`config.mk`:
```
export PLATFORM = sky130hd
export DESIGN_NAME = display_scan_ctrl
export DESIGN_NICKNAME = d
export VERILOG_FILES = /design/src/rtl/display_scan_ctrl.sv
export SDC_FILE = /design/constraint.sdc
export NUM_CORES = 1
export LEC_CHECK = 0
export ABC_CLOCK_PERIOD_IN_PS = 9400
export CORE_MARGIN = 2
export CORE_UTILIZATION = 53
export DETAILED_ROUTE_END_ITERATION = 6
export GPL_TIMING_DRIVEN = 0
export PLACE_DENSITY = 0.86
export SLEW_MARGIN = 15
export SYNTH_ARGS = -nofsm -noshare
export SYNTH_HDL_FRONTEND = slang
export SYNTH_SLANG_ARGS = --single-unit
```
`constraint.sdc`:
```
create_clock -name clk_100MHz_i -period 9.4 [get_ports clk_100MHz_i]
set_input_delay 1.41 -clock clk_100MHz_i [delete_from_list [all_inputs] [get_ports clk_100MHz_i]]
set_output_delay 1.41 -clock clk_100MHz_i [all_outputs]
set_load 0.02 [all_outputs]
```
`src/rtl/display_scan_ctrl.sv`:
```
// -----------------------------------------------------------------------------
// display_scan_ctrl
//
// Time-multiplexed driver for an 8-digit, common-anode, seven-segment display.
// Every digit gets one slot: BLANK_CYCLES of dead time with all anodes off,
// followed by DRIVE_CYCLES with that digit's anode on. The slots run from the
// rightmost digit (d1) to the leftmost (d8), then the frame repeats.
//
// The descriptor for a digit is captured when its DRIVE phase begins. Input
// changes during DRIVE therefore show up the next time that digit is scanned.
//
// Parameters
//   BLANK_CYCLES  dead-time cycles before each digit slot (>= 1)
//   DRIVE_CYCLES  cycles each digit is driven              (>= 1)
//
// Ports
//   clk_100MHz_i  sole clock; all logic runs on the rising edge
//   reset_i       synchronous, active-high reset
//   d1..d8        digit descriptors {enable, value[3:0], dp_n}; d1 is rightmost
//   lamp_test_i   forces all segments and the decimal point on while driving
//   an_o          active-low anode selects; an_o[k] drives digit d(k+1)
//   seg_o         active-low segments; seg_o[0]=a through seg_o[6]=g
//   dp_o          active-low decimal point
//   frame_o       one-cycle pulse on the first cycle of each 8-digit frame
// -----------------------------------------------------------------------------
module display_scan_ctrl #(
  parameter int BLANK_CYCLES = 1000,
  parameter int DRIVE_CYCLES = 99000
) (
  input  logic       clk_100MHz_i,
  input  logic       reset_i,
  input  logic [5:0] d1,
  input  logic [5:0] d2,
  input  logic [5:0] d3,
  input  logic [5:0] d4,
  input  logic [5:0] d5,
  input  logic [5:0] d6,
  input  logic [5:0] d7,
  input  logic [5:0] d8,
  input  logic       lamp_test_i,
  output logic [7:0] an_o,
  output logic [6:0] seg_o,
  output logic       dp_o,
  output logic       frame_o
);

  typedef enum logic {
    ST_BLANK = 1'b0,
    ST_DRIVE = 1'b1
  } state_e;

  // The counter only has to reach the longer of the two phase lengths minus one.
  localparam int MAX_CYC = (BLANK_CYCLES > DRIVE_CYCLES) ? BLANK_CYCLES : DRIVE_CYCLES;
  localparam int CNT_W   = (MAX_CYC > 1) ? $clog2(MAX_CYC) : 1;

  localparam logic [CNT_W-1:0] BLANK_LAST = CNT_W'(BLANK_CYCLES - 1);
  localparam logic [CNT_W-1:0] DRIVE_LAST = CNT_W'(DRIVE_CYCLES - 1);
  localparam logic [CNT_W-1:0] CNT_ONE    = CNT_W'(1);

  // Descriptor field positions.
  localparam int EN_BIT  = 5;
  localparam int DPN_BIT = 0;

  // Hex digit to active-low segments, bit 0 = a ... bit 6 = g.
  function automatic logic [6:0] hex_to_seg(input logic [3:0] v);
    case (v)
      4'h0:    hex_to_seg = 7'h40;
      4'h1:    hex_to_seg = 7'h79;
      4'h2:    hex_to_seg = 7'h24;
      4'h3:    hex_to_seg = 7'h30;
      4'h4:    hex_to_seg = 7'h19;
      4'h5:    hex_to_seg = 7'h12;
      4'h6:    hex_to_seg = 7'h02;
      4'h7:    hex_to_seg = 7'h78;
      4'h8:    hex_to_seg = 7'h00;
      4'h9:    hex_to_seg = 7'h10;
      4'hA:    hex_to_seg = 7'h08;
      4'hB:    hex_to_seg = 7'h03;
      4'hC:    hex_to_seg = 7'h46;
      4'hD:    hex_to_seg = 7'h21;
      4'hE:    hex_to_seg = 7'h06;
      default: hex_to_seg = 7'h0E;
    endcase
  endfunction

  // FSM and datapath state.
  state_e           state_q, state_d;
  logic [CNT_W-1:0] cnt_q,   cnt_d;
  logic [2:0]       idx_q,   idx_d;
  logic [5:0]       hold_q,  hold_d;
  // Clear for exactly the first cycle out of reset. That edge must present
  // cycle 0 of the frame (BLANK, count 0) rather than advance past it.
  logic             armed_q, armed_d;

  // Registered outputs.
  logic [7:0] an_q,    an_d;
  logic [6:0] seg_q,   seg_d;
  logic       dp_q,    dp_d;
  logic       frame_q, frame_d;

  logic [5:0] d_sel;

  // Descriptor of the digit whose slot is in progress.
  always_comb begin
    case (idx_q)
      3'd0:    d_sel = d1;
      3'd1:    d_sel = d2;
      3'd2:    d_sel = d3;
      3'd3:    d_sel = d4;
      3'd4:    d_sel = d5;
      3'd5:    d_sel = d6;
      3'd6:    d_sel = d7;
      default: d_sel = d8;
    endcase
  end

  // ---------------------------------------------------------------------------
  // State register
  // ---------------------------------------------------------------------------
  // NOTE: every flop uses non-blocking assignment, so all registers sample the
  // values from before the edge, whatever order the statements are written in.
  always_ff @(posedge clk_100MHz_i) begin
    if (reset_i) begin
      // NOTE: the holding register is a plain flop, not memory, so it is
      // cleared along with the rest of the state.
      state_q <= ST_BLANK;
      cnt_q   <= '0;
      idx_q   <= '0;
      hold_q  <= '0;
      armed_q <= 1'b0;
      an_q    <= 8'hFF;
      seg_q   <= 7'h7F;
      dp_q    <= 1'b1;
      frame_q <= 1'b0;
    end else begin
      state_q <= state_d;
      cnt_q   <= cnt_d;
      idx_q   <= idx_d;
      hold_q  <= hold_d;
      armed_q <= armed_d;
      an_q    <= an_d;
      seg_q   <= seg_d;
      dp_q    <= dp_d;
      frame_q <= frame_d;
    end
  end

  // ---------------------------------------------------------------------------
  // Next-state logic
  // ---------------------------------------------------------------------------
  // NOTE: every signal assigned in a combinational block gets a default first,
  // so no path leaves it unassigned and no latch is inferred.
  always_comb begin
    state_d = state_q;
    cnt_d   = cnt_q;
    idx_d   = idx_q;
    hold_d  = hold_q;
    armed_d = 1'b1;

    if (armed_q) begin
      case (state_q)
        ST_BLANK: begin
          if (cnt_q == BLANK_LAST) begin
            state_d = ST_DRIVE;
            cnt_d   = '0;
            hold_d  = d_sel;
          end else begin
            cnt_d = cnt_q + CNT_ONE;
          end
        end
        default: begin
          if (cnt_q == DRIVE_LAST) begin
            state_d = ST_BLANK;
            cnt_d   = '0;
            idx_d   = idx_q + 3'd1;  // 7 wraps to 0
          end else begin
            cnt_d = cnt_q + CNT_ONE;
          end
        end
      endcase
    end
  end

  // ---------------------------------------------------------------------------
  // Output logic
  // ---------------------------------------------------------------------------
  // Built from the next state, so the registered outputs match the FSM state
  // in the cycle where they appear.
  always_comb begin
    an_d    = 8'hFF;
    seg_d   = 7'h7F;
    dp_d    = 1'b1;
    frame_d = (state_d == ST_BLANK) && (cnt_d == '0) && (idx_d == 3'd0);

    if (state_d == ST_DRIVE) begin
      if (lamp_test_i) begin
        an_d[idx_d] = 1'b0;
        seg_d       = 7'h00;
        dp_d        = 1'b0;
      end else if (hold_d[EN_BIT]) begin
        an_d[idx_d] = 1'b0;
        seg_d       = hex_to_seg(hold_d[4:1]);
        dp_d        = hold_d[DPN_BIT];
      end
    end
  end

  assign an_o    = an_q;
  assign seg_o   = seg_q;
  assign dp_o    = dp_q;
  assign frame_o = frame_q;

endmodule

```
[After elaboration in Yosys (flattened, before gate mapping)]
Memory sizes are Yosys's and may differ from the RTL's.
Index checks and enable logic that the tools add are counted.
Storage, ports and cells
  register bits: 45
  memory bits (read-only): 112
  input port bits: 51
  logic and storage cells: 55
  memories kept: 1
Cells by class
  $add $sub $neg: 2
  magnitude comparators: 2
  eq/ne operators: 8
  mux-type cells: 24
  bitwise gates (word level): 2
  reduce and logical (&&, ||, !) cells: 7
Memories
  (no name shown): depth 16, width 7, rd ports 1, clocked after memory_dff 0, write ports 0, line 66  | case (v)
Operator list (number)
  $mux W17: 4
  $pmux W6 S7: 1
  $mux W6: 3
  $add A17 B1 Y17 const B: 1
  $eq A17 B10 Y1 const B: 1
  $eq A17 B17 Y1 const B: 1
  $logic_not A17 Y1: 1
  $mux W8: 2
  $mux W7: 2
  $eq A3 B3 Y1 const B: 3
  $mux W3: 3
  $mux W1: 8
  $not A8 Y8: 1
  $eq A3 B2 Y1 const B: 2
  $logic_not A3 Y1: 2
  $lt A3 B4 Y1 const B: 1
  $add A3 B1 Y3 const B: 1
  $demux W1 S3: 1
  $eq A3 B1 Y1 const B: 1
  $ge A3 B1 Y1 const B: 1
  $logic_and A1 B1 Y1: 3
  $reduce_or A2 Y1: 1
  $not A1 Y1: 1

[Depth between registers and ports, before layout]
  word-level depth: 11
  gate-level depth with buffers: 13
  mapped depth without buffers: 11

[Least setup slack after synthesis]
OpenSTA, ideal clock, no wires.
  kind: input port to flip-flop
  start: in d2[2]
  end: reg seg_q[0] (netlist: seg_o[0])
  arrival: 3.287 ns
  data required time: 9.265 ns
  setup slack: 5.977 ns
  stages on the path: 9
  path through: a222oi_1 > mux2i_1 > a221o_1 > mux2i_1 > inv_1 > ha_1 > or3_1 > o21ai_1 > a221oi_2
Between the ends
  cells in the longest elaborated chain, start to end: 7
Ends and longest elaborated chain
  from (decl): line 33  | input logic [5:0] d2,
  $pmux W6 S7: line 105  | case (idx_q)
  $mux W6: line 163  | if (cnt_q == BLANK_LAST) begin
  $mux W6: line 161  | case (state_q)
  $mux W6: line 160  | if (armed_q) begin
  via hold_d[2]: line 90  | logic [5:0] hold_q, hold_d;
  $mem_v2 Z16 W7
  $mux W7: line 200  | end else if (hold_d[EN_BIT]) begin
  $mux W7: line 196  | if (lamp_test_i) begin
  to (signal assigned): line 142  | seg_q <= seg_d;
  to (decl): line 97  | logic [6:0] seg_q, seg_d;
The timed path passes the listed nets, and every way through them passes these cells.
A chain may end at the register's enable or synchronous reset.

[Worst setup path after layout]
  start: reg idx_q[2]
  end: reg seg_q[4] (netlist: seg_o[4])
Between the ends
  cells in the longest elaborated chain, start to end: 8
Ends and longest elaborated chain
  from (decl): line 89  | logic [2:0] idx_q, idx_d;
  from (signal assigned): line 138  | idx_q <= idx_d;
  $eq A3 B3 Y1 (tied with other cells): line 105
  $pmux W6 S7 *: line 105
  $mux W6 *: line 163
  $mux W6 *: line 161
  $mux W6 *: line 160
  via hold_d[1]: line 90
  $mem_v2 Z16 W7 *
  $mux W7 *: line 200
  $mux W7 *: line 196
Mark *: on every way through the listed nets, which the timed path passes. The rest lies on a longest branch.

==> results.txt <==
Status -> finished clean
Max-Cap Viols -> 0
Final min period -> 4.08 ns
Synth Instances -> 306
GR Overflow Total -> 0
Hold path depth -> 2
Die Footprint -> 5590 um^2
Reg-to-reg startpoint -> idx_q[2]
Max Freq -> 245 MHz
Drt total wl -> 6700 um
Drt drc -> 0
WHS Endpoint -> hold_q[0]
Num ports -> 68
CTS tree -> yes
Final setup viols -> 0
#FFs+latches synth -> 45
Avg Cell Area, Syn -> 8.67 um^2
Die W -> 74.7 um
Slew at the pin closest to its max-slew limit -> 0.970 ns
Clk_lat worst skew -> 0.31 ns
Post-CTS Setup Inserts -> 0
First-pass detailed-route iteration total -> 6
Hold Vio Cnt, Final -> 0
Xor/xnor share of the synthesized area -> 6.60%
Gr usage total -> 24.0%
Main synth FF type -> dfxtp_1
Fraction of registers with async set/reset -> 0%
Fill cells -> 385
Main combinational cell family by area after synthesis -> simple AND/OR/NAND/NOR gates
Initial DRC Count -> 155
Clock sinks -> 45
Critical Path Sink Type -> flip-flop
Wire length per cell -> 15.0 um
Netlist Area Pre-Place -> 2650 um^2
Sequential share of the synthesized area -> 34.0%
Dpl cells -> 438
Worst EP required -> 9.64 ns
Synth Area in Compound Gates -> 19.8%
Multi-input logic area -> 1620 um^2
Reg2reg path depth -> 13
Share of cells above drive strength 1 -> 9.23%
Initial Utilization -> 55.4%
H-tree depth -> 2
HPWL Detailed -> 5150 um
Fin Clk Skew -> 0.00940 ns
Period Utilization, post-route -> 43.4%
CTS Buffer Depth -> 2
Setup TNS -> 0 ns
Type of origin of the critical path -> flip-flop
Largest net degree at the start of global routing -> 15
Startpoint of the worst hold path -> hold_q[0]
Hold WC Path Type -> reg -> reg
Global-route wire length before repair -> 10,400 um
Multiplexer share of the synthesized area -> 5.47%
Worst path arrival time -> 4.33 ns
CP Max Fanout -> 9
Site row count -> 25
Net Count, Synth -> 369
Initial antenna violation count -> 0
LEAKAGE -> 1.31 nW
Simple-gate portion of the synthesized area -> 23.7%
Die Y -> 74.7 um
Clock-pin slew on the worst setup and hold paths -> 0.09 ns
Post-Layout Cell Count -> 446
Detailed-route via count -> 2,475
PostCTS Resize Cnt -> 0
FF-to-FF setup slack -> 5.32 ns
Antenna Cells -> 0
Vias in the first global route -> 2,273
Post-Synth Adder-Cell Area -> 5.66%
Reg area -> 901 um^2
Core area -> 4790 um^2
Slew Limit Fails -> 0
Post-DRT Antenna Nets -> 0
Routability Congestion -> 0.872
Slew margin rel. -> 34.7%
RR Endpoint -> seg_o[4]
Syn-to-layout area delta -> 32.2%
Peak VDD IR -> 0.000112 V
YS warnings -> 0
RSZ-0062 raised after global routing -> no
Number of enable flip-flop cells after synthesis -> 0
IO Port Bufs -> 65
Unique masters post-synth -> 64
Hold-fix buffers, CTS -> 0
Pwr Density -> 109 nW/um^2
Root buffer cell -> clkbuf_8
Nets -> 441
Number of vias per cell -> 5.55
Setup Crit Path Kind -> reg -> reg
Inserted Clock Buffers -> 5
==> routing by layer <==
metal	up-vias	track usage, %	part of all wire, %
met4	0	6.94	0.94
met1	1111	29.6	43
met2	97	42.2	47
li1	1260	-	-
met3	7	5.22	8.5
met5	-	0	0
==> worst max-delay path: stages (launching register included) <==
cell,delay [ns]
dfxtp_1,0.32
clkbuf_1,0.35
clkinv_1,0.34
ha_1,0.29
clkbuf_1,0.19
nor4_1,0.82
a21oi_1,0.08
a2111oi_0,0.49
a21oi_1,0.26
inv_1,0.18
ha_1,0.30
nor3b_2,0.23
a21oi_1,0.06
o21ai_1,0.10
==> Yosys cell counts (all sizes together) (5+ instances only) <==
| cell type | count | area (um^2) |
|---|---|---|
| dfxtp | 45 | 901 |
| nor2 | 41 | 169 |
| nand2 | 34 | 130 |
| a21oi | 14 | 77.6 |
| ha | 12 | 150 |
| o21ai | 12 | 60.1 |
| a222oi | 11 | 110 |
| inv | 11 | 41.3 |
| mux2i | 10 | 100 |
| nand3 | 10 | 55.1 |
| xnor2 | 10 | 87.6 |
| xor2 | 10 | 87.6 |
| clkbuf | 9 | 33.8 |
| buf | 8 | 48.8 |
| nand4 | 8 | 50.1 |
| and3 | 5 | 31.3 |
| nor4 | 5 | 52.6 |
==> sequential cells by signal, indices dropped and copies added, names as in the netlist <==
register  cells
frame_o       1
an_o          8
dp_o          1
seg_o         7
armed_q       1
state_q       1
hold_q        6
idx_q         3
cnt_q        17
==> where the power goes <==
part,switching [mW],internal (mW)
clock network,0.0685,0.0865
registers,0.00132,0.192
logic,0.0112,0.0232
==> cells in the final DEF, fill, tap and decap left out, types with 3 or more instances in the layout <==
| cell type | n |
|---|---|
| ha_1 | 12 |
| o21ai_1 | 6 |
| clkbuf_8 | 6 |
| o21ai_0 | 6 |
| inv_1 | 10 |
| xor2_1 | 10 |
| a222oi_1 | 11 |
| mux2_2 | 4 |
| and3_1 | 5 |
| clkbuf_1 | 9 |
| buf_2 | 3 |
| nand2_1 | 33 |
| nor2_1 | 39 |
| buf_1 | 3 |
| nand3_1 | 9 |
| xnor2_1 | 10 |
| dfxtp_1 | 45 |
| nand4_1 | 8 |
| clkdlybuf4s50_1 | 65 |
| a21oi_1 | 12 |
| nor4_1 | 3 |
| nor3_1 | 3 |
| mux2i_1 | 10 |
==> stage by stage <==
stage	worst slack, ns	utilization, %	total power [mW]	cell area (um^2)	hold WS [ns]
after floorplan	5.98	-	0.208	2650	0.447
after detailed placement	5.23	70.8	0.232	3390	0.485
after global placement	5.26	70.8	0.231	3390	0.469
after global routing	4.89	73.3	0.395	3510	0.562
after CTS	5.27	73.3	0.386	3510	0.506
final	5.32	73.3	0.382	3510	0.498
==> cell type report <==
cell class,instances,share of cell area [%]
Buffer,17,2.35
Clock buffer,6,2.35
Clock inverter,2,1.07
Inverter,12,1.28
Multi-Input combinational cell,232,46.3
Sequential cell,45,25.7
Tap cell,67,2.39
Timing Repair Buffer,65,18.6
==> cells by family (layout without fill, tap and decap cells) <==
group / Yosys count / in the layout
muxes: 14 / 14
buffers and inverters: 29 / 102
and+or+nand+nor: 121 / 121
DFF: 45 / 45
AOI/OAI and AO/OA: 65 / 65
adders and majority gates: 12 / 12
xor gates and xnor gates: 20 / 20
==> how the worst max path moves through the flow <==
stage                        start       end  slack, ns  cells after the start
after floorplan              d2[2]  seg_o[0]       5.98                      9
after global placement       d2[2]  seg_o[0]       5.26                     10
after detailed placement     d6[1]  seg_o[0]       5.23                     10
after CTS                 idx_q[2]  seg_o[0]       5.27                     13
after global routing      idx_q[2]  seg_o[4]       4.89                     13
final                     idx_q[2]  seg_o[4]       5.32                     13
No activity file was read; power rests on OpenSTA's default activity.
==> variant (same settings) <==
Take the reset off `hold_q` and load it in a clocked block of its own.
--- a/src/rtl/display_scan_ctrl.sv
+++ b/src/rtl/display_scan_ctrl.sv
@@ -126,7 +126,6 @@
       state_q <= ST_BLANK;
       cnt_q   <= '0;
       idx_q   <= '0;
-      hold_q  <= '0;
       armed_q <= 1'b0;
       an_q    <= 8'hFF;
       seg_q   <= 7'h7F;
@@ -136,13 +135,16 @@
       state_q <= state_d;
       cnt_q   <= cnt_d;
       idx_q   <= idx_d;
-      hold_q  <= hold_d;
       armed_q <= armed_d;
       an_q    <= an_d;
       seg_q   <= seg_d;
       dp_q    <= dp_d;
       frame_q <= frame_d;
     end
+  end
+
+  always_ff @(posedge clk_100MHz_i) begin
+    hold_q <= hold_d;
   end
 
   // ---------------------------------------------------------------------------
Formal check against the unedited RTL: no difference found for any inputs over 10 cycles, from zero or initial values and one cycle with reset_i high; that may be too few to reach the edited logic, so the function may still have changed.
==> variant against the original RTL <==
- synthesized cell count decreased by 1.3%
- non-clock buffer count increased by 3
- setup slack gained 0.60 ns
- sequential cell count did not move
- routed wire length rose by 1.9%
- die area increased by 0.48%
- maximum frequency is 17% higher
- area after synthesis up 0.52%
- power shrank 3.4%
- first-iteration DRC count is 33% higher
- cell area is 0.50% higher
- largest cell class unchanged
==> variant: results (changes against the original RTL) <==
[synth]
synth_compound_area_frac = 0.2060  ; was 0.1976
synthTopCellsByCount = dfxtp_1, nor2_1, nand2_1  ; unchanged
synth_xor_area_frac = 0.05913  ; was 0.06604
avgSynthCellArea_um2 = 8.829  ; was 8.668 um2
yosysSeqAreaShare = 0.3379  ; was 0.3396
synthMuxAreaShare = 0.03942  ; was 0.05472
synth_fp_nets = 362  ; was 369
post_synth_num_cell_types = 67  ; was 64

[global_route]
grt_use_met2 = 0.4337  ; was 0.4218
grt_usage = 0.2625  ; was 0.2402
grt_pass1_wl_mm = 11.38  ; was 10.38 mm
met1_usage = 0.3493  ; was 0.2964
grt_pass1_vias = 2539  ; was 2273

[route]
drt-met1-wl_mm = 3.045  ; was 2.905 mm
dr_total_vias = 2610  ; was 2475
drt_iter0_drc = 206  ; was 155
first_pass_iters = 4  ; was 6
vias_per_cell = 5.892  ; was 5.549
wl_met2_mm = 3.298  ; was 3.159 mm

[power_and_ir_drop]
swShare = 0.2050  ; was 0.2118
ir_drop_uv = 78.05  ; was 111.6 uV
powerDensity_mw_per_mm2 = 104.9  ; was 109.1 mW/mm2
leakage_uw = 0.001347  ; was 0.001307 uW
p_comb_frac = 0.098  ; was 0.090

[place]
post-place-ws_ns = 5.618  ; was 5.230 ns
dpl_cell_area_mm2 = 0.003421  ; was 0.003387 mm2
dp_hpwl_mm = 5.242  ; was 5.148 mm
port_buffers = 67  ; was 65

[layout]
buffer_area_frac = 0.2176  ; was 0.2091
design.seq.count = 45  ; unchanged
nMultiInputCombCells = 227  ; was 232
clkCellAreaFrac = 0.02946  ; was 0.03425
buffers = 85  ; was 82
nNetsFinal = 436  ; was 441
clockBufferCount = 5  ; was 6
fill_cells = 362  ; was 385
drive_gt1_frac = 0.1303  ; was 0.09235

[outcome]
status = completed  ; unchanged

[critical_path]
crit_family = compound AO/OA/AOI/OAI gates  ; was buffers and inverters
critPathSlowestCell = a21oi_2  ; was nor4_1
crit_fanout = 10  ; was 9
r2r_slack_ns = 6.15  ; was 5.32 ns

[sta]
relSlewSlack = 0.5916  ; was 0.3473
fin_worst_skew_ns = 0.004142  ; was 0.009401 ns

[cts]
clk_latency_ns = 0.29  ; was 0.31 ns

[variant: cell types whose count changed in the layout (fill, tap and decap cells not counted), moves of 5 or more]
cell      delta
o211ai_1     +5
a222oi_1     -8
nand3_1      +7
nor2_1       -7
o21ai_0      +8
mux2i_1      -7
nand2_1     -14
clkbuf_1     -5
buf_2        +6
[variant: final timing paths]
path	startpoint	end	cells after the start
max reg2reg	idx_q[2]$_SDFF_PP0_	seg_o[3]$_SDFF_PP1_	13
min reg2reg	hold_q[0]$_DFF_P_	hold_q[0]$_DFF_P_	2
min	hold_q[0]$_DFF_P_	hold_q[0]$_DFF_P_	2
max	d1[4]	seg_o[2]$_SDFF_PP1_	9
[variant: metrics by stage]
step	hold slack (ns)	utilization
floorplan	0.4343	-
global placement	0.4646	0.7148
detailed placement	0.4706	0.7148
CTS	0.4911	0.7365
global route	0.5499	0.7365
finish	0.4917	0.7365
